$ cat src/rtl/apb_reg_bridge.sv
// APB slave front-end that turns APB transfers into single-cycle register-bank
// read/write strobes, with a fixed number of optional wait states and address
// range/alignment error reporting.
module apb_reg_bridge #(
    parameter int unsigned WAIT_STATES = 0,
    parameter logic [11:0] ADDR_MAX    = 12'h1C
) (
    input  logic        clk,
    input  logic        rst_n,
    input  logic        psel,
    input  logic        penable,
    input  logic        pwrite,
    input  logic [11:0] paddr,
    input  logic [31:0] pwdata,
    output logic [31:0] prdata,
    output logic        pready,
    output logic        pslverr,
    output logic        wr_en,
    output logic        rd_en,
    output logic [11:0] addr,
    output logic [31:0] wr_data,
    input  logic [31:0] rd_data
);

    typedef enum logic [1:0] {
        IDLE,
        SETUP,
        WAIT,
        RESP
    } state_t;

    localparam logic [3:0] WS4 = 4'(WAIT_STATES);

    state_t     state;
    logic [3:0] cnt;
    logic       pwrite_q;
    logic       err;
    logic       to_resp;

    assign err = (addr[1:0] != 2'b00) || (addr > ADDR_MAX);

    assign to_resp = ((state == SETUP) && psel && penable && (WAIT_STATES == 0)) ||
                     ((state == WAIT) && psel && (cnt == 4'd1));

    assign prdata = rd_en ? rd_data : '0;

    // Transfer FSM with captured request and registered response/strobe outputs
    always_ff @(posedge clk or negedge rst_n) begin
        if (!rst_n) begin
            state    <= IDLE;
            cnt      <= '0;
            addr     <= '0;
            wr_data  <= '0;
            pwrite_q <= 1'b0;
            pready   <= 1'b0;
            pslverr  <= 1'b0;
            wr_en    <= 1'b0;
            rd_en    <= 1'b0;
        end else begin
            pready  <= to_resp;
            pslverr <= to_resp && err;
            wr_en   <= to_resp && pwrite_q && !err;
            rd_en   <= to_resp && !pwrite_q && !err;
            case (state)
                IDLE: begin
                    if (psel && !penable) begin
                        state    <= SETUP;
                        addr     <= paddr;
                        wr_data  <= pwdata;
                        pwrite_q <= pwrite;
                    end
                end
                SETUP: begin
                    if (!psel) begin
                        state <= IDLE;
                    end else if (penable) begin
                        state <= (WAIT_STATES == 0) ? RESP : WAIT;
                        cnt   <= WS4;
                    end else begin
                        addr     <= paddr;
                        wr_data  <= pwdata;
                        pwrite_q <= pwrite;
                    end
                end
                WAIT: begin
                    if (!psel) begin
                        state <= IDLE;
                        cnt   <= '0;
                    end else if (cnt == 4'd1) begin
                        state <= RESP;
                        cnt   <= '0;
                    end else begin
                        cnt <= cnt - 4'd1;
                    end
                end
                RESP: begin
                    state <= IDLE;
                end
                default: begin
                    state <= IDLE;
                end
            endcase
        end
    end

endmodule

$ cat config.mk
export PLATFORM = sky130hd
export DESIGN_NAME = apb_reg_bridge
export DESIGN_NICKNAME = d
export VERILOG_FILES = /design/src/rtl/apb_reg_bridge.sv
export SDC_FILE = /design/constraint.sdc
export NUM_CORES = 1
export LEC_CHECK = 0
export CAP_MARGIN = 10
export CORE_MARGIN = 1
export CORE_UTILIZATION = 34
export DETAILED_ROUTE_END_ITERATION = 16
export PLACE_DENSITY = 0.77
export REMOVE_ABC_BUFFERS = 1
export SKIP_CTS_REPAIR_TIMING = 1
export SLEW_MARGIN = 30
export SYNTH_ARGS = -nofsm -noshare
export SYNTH_HDL_FRONTEND = slang
export SYNTH_SLANG_ARGS = --single-unit
$ cat constraint.sdc
create_clock -name clk -period 1.6 [get_ports clk]
set_input_delay 0.32 -clock clk [delete_from_list [all_inputs] [get_ports clk]]
set_output_delay 0.32 -clock clk [all_outputs]
set_load 0.05 [all_outputs]
Word level (Yosys, flattened, before mapping). Cells that the tools add are included. Widths: inputs -> output; s select.

Register bits: 55. Input port bits: 81. Output and inout bits: 80. Logic and storage cells: 67.

Add/sub/neg operators: 1. Magnitude comparators: 1. Equality and inequality tests: 10. Mux-type cells: 24. Reduce and logical (&&, ||, !) cells: 22.

Operators by type and width (number): $mux 32 (4); $pmux 32 s2 (1); $mux 12 (3); $pmux 12 s2 (1); $mux 4 (4); $gt 12x5->1 const B (1); $logic_and 1x1->1 (10); $mux 2 (5); $ne 2x2->1 const B (4); $pmux 2 s4 (1); $pmux 4 s2 (1); $reduce_and 3->1 (2); $reduce_bool 2->1 (3); $eq 2x2->1 const B (2); $eq 4x1->1 const B (1); $reduce_and 4->1 (1); $sub 4x1->4 const B (1); $logic_not 1->1 (3); $mux 1 (3); $ne 3x2->1 const B (1); $ne 3x3->1 const B (1); $eq 2x1->1 const B (1); $logic_not 2->1 (1); $logic_or 1x1->1 (2); $pmux 1 s2 (1).

Logic depth before layout (Yosys ltp). Gate-level depths: netlist of run 1.

Depth in word-level cells: 6. Gate-level depth with buffers: 6. Mapped depth without buffers: 5.

Worst setup path after synthesis of run 1. Ideal clock, no wire load.

Kind: reg2out. From: register rd_en. To: output prdata[10]. Data arrival time: 1.345 ns. Data required time: 1.280 ns. Setup slack: -0.065 ns. Cell stages (with the launch flop): 3. Buffers on the path: 1. Path through: dfrtp_1 clkbuf_1 and2_1.

Longest elaborated chain between the ends: 1.

RTL lines: from (decl) (line 19) `output logic rd_en,`; from (signal assigned) (line 63) `rd_en <= to_resp && !pwrite_q && !err;`; $mux 32 (line 45) `assign prdata = rd_en ? rd_data : '0;`; to (decl) (line 15) `output logic [31:0] prdata,`.

No other way between the ends.

Worst setup path in the final report of run 1.
From: register rd_en. To: output prdata[19].

Same word-level chain as after synthesis.

==> out/qor.csv, run 1 <==
metric,value,unit
"Cell Area, Synth",0.00269,mm^2
clock slew at reported path FFs,0.09,ns
crit end category,output pin,
initial antenna violation count,0,
outcome,"complete, no violations",
H-tree levels,2,
register area share after synthesis,51.2,%
# rows,32,
Overflow after GRT,0,
setup repair after global routing missed its margin,true,
Slew @ Worst Pin,0.357,ns
io pins,161,
Remaining DRCs,0,
max_slew headroom,76.2,%
# Max-Cap Violations,0,
Max IR drop VDD,1210,uV
final setup skew,0.00481,ns
dpl cell area,0.00476,mm^2
# diodes,0,
Root Driver,clkbuf_8,
Initial DRC Count,38,
final hold viol count,0,
share of layout cells above drive strength 1,47.1,%
Ys Warns,0,
syn avg cell area,14.5,um^2
starting density of the core,34.9,%
"Period Utilization, post-route",98.5,%
fin. max-slew vios,0,
crit path launch type,register,
DP HPWL,5610,um
Die Area,0.00826,mm^2
Yosys reg bits,55,
crit path max fanout,33,
worst-case clock buffer depth,2,
leakage,2.24,nW
Non-Filler Instances,467,
number of port buffers,160,
Via Count,2110,
later-pin clock latency in the skew report,0.29,ns
Global Route Usage Sum,17.1,%
min cycle time layout,1.58,ns
GP Congestion,0.753,
Netlist cell types,26,
Core ar.,0.00769,mm^2
TritonCTS clock tree,done,
cts bufs inserted,5,
# clock sinks,55,
fin area,0.00501,mm^2
pin count of the biggest net entering global routing,34,
Critical Path AT,1.26,ns
drt total wl,7440,um
Routed Antenna Nets,0,
synthesized instance count,185,
multi-input logic area,0.00124,mm^2
Layout Nets,453,
Max Freq,0.635,GHz
area occupied by registers,0.00138,mm^2
first-pass GRT wire length,11200,um
drt via density,4.52,
Power Density,1780,mW/mm^2
worst hold-check path type,in -> async,
Die Span X,90.9,um
wire per inst,15.9,um
synthesis-to-layout area growth,86.4,%
vias in the first global route,2237,
Inst Count DP,455,
CP Data Required Time,1.28,ns
# setup viols final,0,
FILL cells,573,
drt first pass iters,5,
WS Path Type,reg -> out,
Die Ht,90.9,um
-- cell families (layout without fill, tap and decap cells) --
logic type	Yosys count	count (layout)	synth area share, %
flops	55	55	51.2
mux	49	49	26.2
compound gates	8	9	2.61
simple gates	53	53	12.2
fa+ha+maj	6	6	2.79
buf+inv	14	193	4.98
-- power by group --
part | switching, mW | internal, mW | total [mW] | leakage [nW]
Combinational | 3.09 | 2.53 | 5.63 | 1.54
Clock | 0.403 | 0.292 | 0.694 | 0.0361
Sequential | 0.535 | 2.05 | 2.59 | 0.662
-- cell usage in the layout (no fill, tap or decap), drive strengths merged --
cell type,instances
o21a,2
mux2i,1
dfrtp,55
nor2b,4
a32o,2
or2,1
o22ai,2
buf,98
mux2,48
a31oi,1
ha,6
dlygate4sd3,1
o21ai,1
nand3,1
and2,32
nor3b,2
clkinvlp,1
nor4,2
o221a,1
nor2,4
clkdlybuf4s50,79
inv,6
and3,1
nand3b,1
nor3,3
nand2,2
clkbuf,8
-- critical path, stage by stage, from the launching register on --
cell     delay, ns
dfrtp_4       0.60
and2_1        0.21
buf_12        0.15
-- synth_stat cells --
master    count  area share [%]
dfrtp_1      55              51
nor4_1        2            0.47
a32o_1        2            0.75
and2_1       32             7.5
buf_12        5             3.7
o21a_4        1            0.56
o21ai_0       1            0.19
nand2_1       2            0.28
nor2b_1       3            0.70
or2_4         1            0.33
nand3_1       1            0.19
nand3b_1      1            0.28
mux2_2        7             2.9
inv_1         6            0.84
clkbuf_1      3            0.42
o221a_2       1            0.42
mux2_4       41              23
ha_1          6             2.8
nor2_1        4            0.56
o22ai_1       2            0.47
and3_2        1            0.28
a31oi_1       1            0.23
nor2b_4       1            0.51
nor3b_1       2            0.56
nor3_1        3            0.56
mux2i_1       1            0.37
-- through the flow --
step	total power, mW	hold slack (ns)	utilization (%)	TNS (ns)	worst slack [ns]
2_1_floorplan	5.96	0.0244	-	-9.94	-0.174
3_3_place_gp	7.82	0.248	61.9	-9.27	-0.233
3_5_place_dp	7.95	0.248	61.9	-9.93	-0.248
4_1_cts	8.68	-0.0775	62.9	-10.57	-0.340
5_1_grt	9.32	0.472	65.2	-0.930	-0.0447
6_report	8.91	0.466	65.2	0	0.0245
-- cell type report --
cell class	instances	area share (%)
Timing Repair Buffer	181	43.1
Sequential cell	55	27.6
Multi-Input combinational cell	117	24.8
Tap cell	102	2.55
Clock buffer	5	1.37
Inverter	6	0.450
Clock inverter	1	0.150
-- sequential cells by signal, indices dropped and copies added, names as in the netlist --
name and cells:
addr 12, cnt 4, pready 1, pslverr 1, pwrite_q 1, rd_en 1, state 2, wr_data 32
wr_en 1
-- final timing paths --
kind                          start     endpoint  slack [ns]  depth (start not counted)
setup / recovery              rd_en   prdata[19]        0.02                          2
hold / removal                rst_n      addr[2]        0.47                          2
setup reg to reg           state[1]  wr_data[26]        0.03                          5
hold reg to reg            pwrite_q        rd_en        0.47                          1
max in group asynchronous     rst_n        rd_en        0.66                          3
min in group clk           pwrite_q        rd_en        0.47                          1
-- metal layers --
layer	vias up	global-route usage (%)	share of wire (%)
met5	-	0	0
met3	4	5.89	9.1
met1	997	20.0	39
li1	990	-	-
met4	0	3.97	0.97
met2	119	29.9	51
Power figures use the tool's default switching activity.
==> run 2: changes to the inputs <==
==> constraint.sdc (replaced) <==
create_clock -name clk -period 1.6 [get_ports clk]
set_input_delay 0.32 -clock clk [delete_from_list [all_inputs] [get_ports clk]]
set_output_delay 0.32 -clock clk [all_outputs]
set_load 0.02 [all_outputs]
==> out/qor.csv, run 2 (synthesized netlist as in run 1, its figures left out) <==
metric,value,unit
outcome,"finished, violations left",
failing checks,negative hold slack,
H-tree levels,2,
CP Data Required Time,1.79,ns
multi-input logic area,0.00123,mm^2
# Max-Cap Violations,0,
Die Span X,90.9,um
R2R depth,5,
FF-to-FF Start,state[1],
worst-case clock buffer depth,2,
max_slew headroom,72.5,%
wire per inst,15.0,um
# diodes,0,
Global Route Usage Sum,15.8,%
# clock sinks,55,
area occupied by registers,0.00138,mm^2
Die Area,0.00826,mm^2
reg2reg end,wr_data[15],
Root Driver,clkbuf_8,
drt via density,4.45,
Max Freq,0.633,GHz
first-pass GRT wire length,10400,um
dpl cell area,0.00444,mm^2
Largest register FFs,32,
cts bufs inserted,5,
# setup viols final,0,
# rows,32,
Die Ht,90.9,um
Fin Hold WS,-0.00793,ns
"commonest non-fill, non-tap cells in the layout","clkdlybuf4s50_1, dlymetal6s2s_1, dfrtp_1, mux2_4, and2_1",
leakage,2.85,nW
Slew @ Worst Pin,0.413,ns
Core ar.,0.00769,mm^2
setup TNS,0,ns
clock power share,10.6,%
io pins,161,
initial antenna violation count,0,
crit end category,register,
Overflow after GRT,0,
fin area,0.00478,mm^2
sequential power share,34.0,%
"most common cell after layout, fill and taps aside",clkdlybuf4s50_1,
drt first pass iters,4,
Via Count,2072,
final setup skew,0.00618,ns
"Period Utilization, post-route",98.7,%
Remaining DRCs,0,
switching pwr,2.58,mW
Power Density,1530,mW/mm^2
clock slew at reported path FFs,0.10,ns
"Most flops, register",wr_data,
Top Registers,"wr_data: 32 flops, addr: 12 flops, cnt: 4 flops",
WS Path Type,reg -> reg,
setup repair after global routing missed its margin,true,
logic gate share of total power,55.5,%
final hold viol count,21,
pin count of the biggest net entering global routing,34,
number of port buffers,160,
fin. max-slew vios,0,
FILL cells,605,
crit path max fanout,10,
Layout Nets,450,
min cycle time layout,1.58,ns
Max IR drop VDD,872,uV
crit path launch type,register,
GP Congestion,0.761,
later-pin clock latency in the skew report,0.30,ns
reg-to-reg setup timing slack,0.02,ns
sw frac,35.1,%
DP HPWL,5060,um
drt total wl,6980,um
Routed Antenna Nets,0,
internal power,4.76,mW
Critical Path AT,1.77,ns
starting density of the core,34.9,%
worst hold-check path type,in -> async,
synthesis-to-layout area growth,78.0,%
TritonCTS clock tree,done,
share of layout cells above drive strength 1,28.0,%
vias in the first global route,2090,
Initial DRC Count,81,
## run 2: cell types whose count changed in the layout (fill, tap and decap cells not counted), sizes merged
cell,before,now
clkdlybuf4s50,79,81
clkinv,0,2
o21a,2,1
dlygate4sd3,1,0
clkinvlp,1,0
inv,6,7
clkbuf,8,21
buf,98,17
dlymetal6s2s,0,65
## run 2: area by class of cell
type                    instances  share of cell area [%]
clock buffers                   5                    1.44
flip-flops and latches         55                    28.8
multi-input cells             116                    25.7
clock inverters                 3                   0.392
well taps                     102                    2.67
inverters                       6                   0.471
repair buffers                179                    40.6
## run 2: power groups by stage
stage	clock (mW)	combinational (mW)	sequential, mW
6_report	0.774	4.07	2.49
2_1_floorplan	0	1.45	3.17
3_5_place_dp	0	3.97	2.50
5_1_grt	0.866	4.31	2.58
4_1_cts	0.806	3.98	2.50
3_3_place_gp	0	3.89	2.49
## run 2: metrics by stage
stage	util (%)	power [mW]	setup WS, ns	hold slack, ns	std cells
2_1_floorplan	-	4.62	-0.174	0.0244	177
3_5_place_dp	57.8	6.47	-0.249	0.338	453
5_1_grt	62.2	7.76	-0.0393	0.0159	466
4_1_cts	58.9	7.29	-0.357	-0.00103	461
6_report	62.2	7.34	0.0208	-0.00793	466
3_3_place_gp	57.8	6.38	-0.232	0.330	453
## run 2: worst max-delay path by stage
stage,from,to,slack (ns)
6_report,state[1],wr_data[15],0.02
4_1_cts,rd_en,prdata[27],-0.36
2_1_floorplan,state[1],addr[10],-0.17
3_5_place_dp,rd_data[27],prdata[27],-0.25
3_3_place_gp,rd_data[27],prdata[27],-0.23
5_1_grt,state[1],wr_data[15],-0.04
## run 2: worst max-delay path, cell delays in order, from the launching register on
cell and delay [ns]:
dfrtp_1 0.42, inv_2 0.11, ha_4 0.17, o21a_4 0.25
clkbuf_16 0.22, mux2_4 0.30
## run 2: layer usage
layer  wire [um]  vias up  global-route usage [%]
met5           0        -                       0
met4          60        0                    3.97
met3         671        5                    5.39
met2        3510      116                    27.2
met1        2740      967                    18.9
li1            -      984                       -
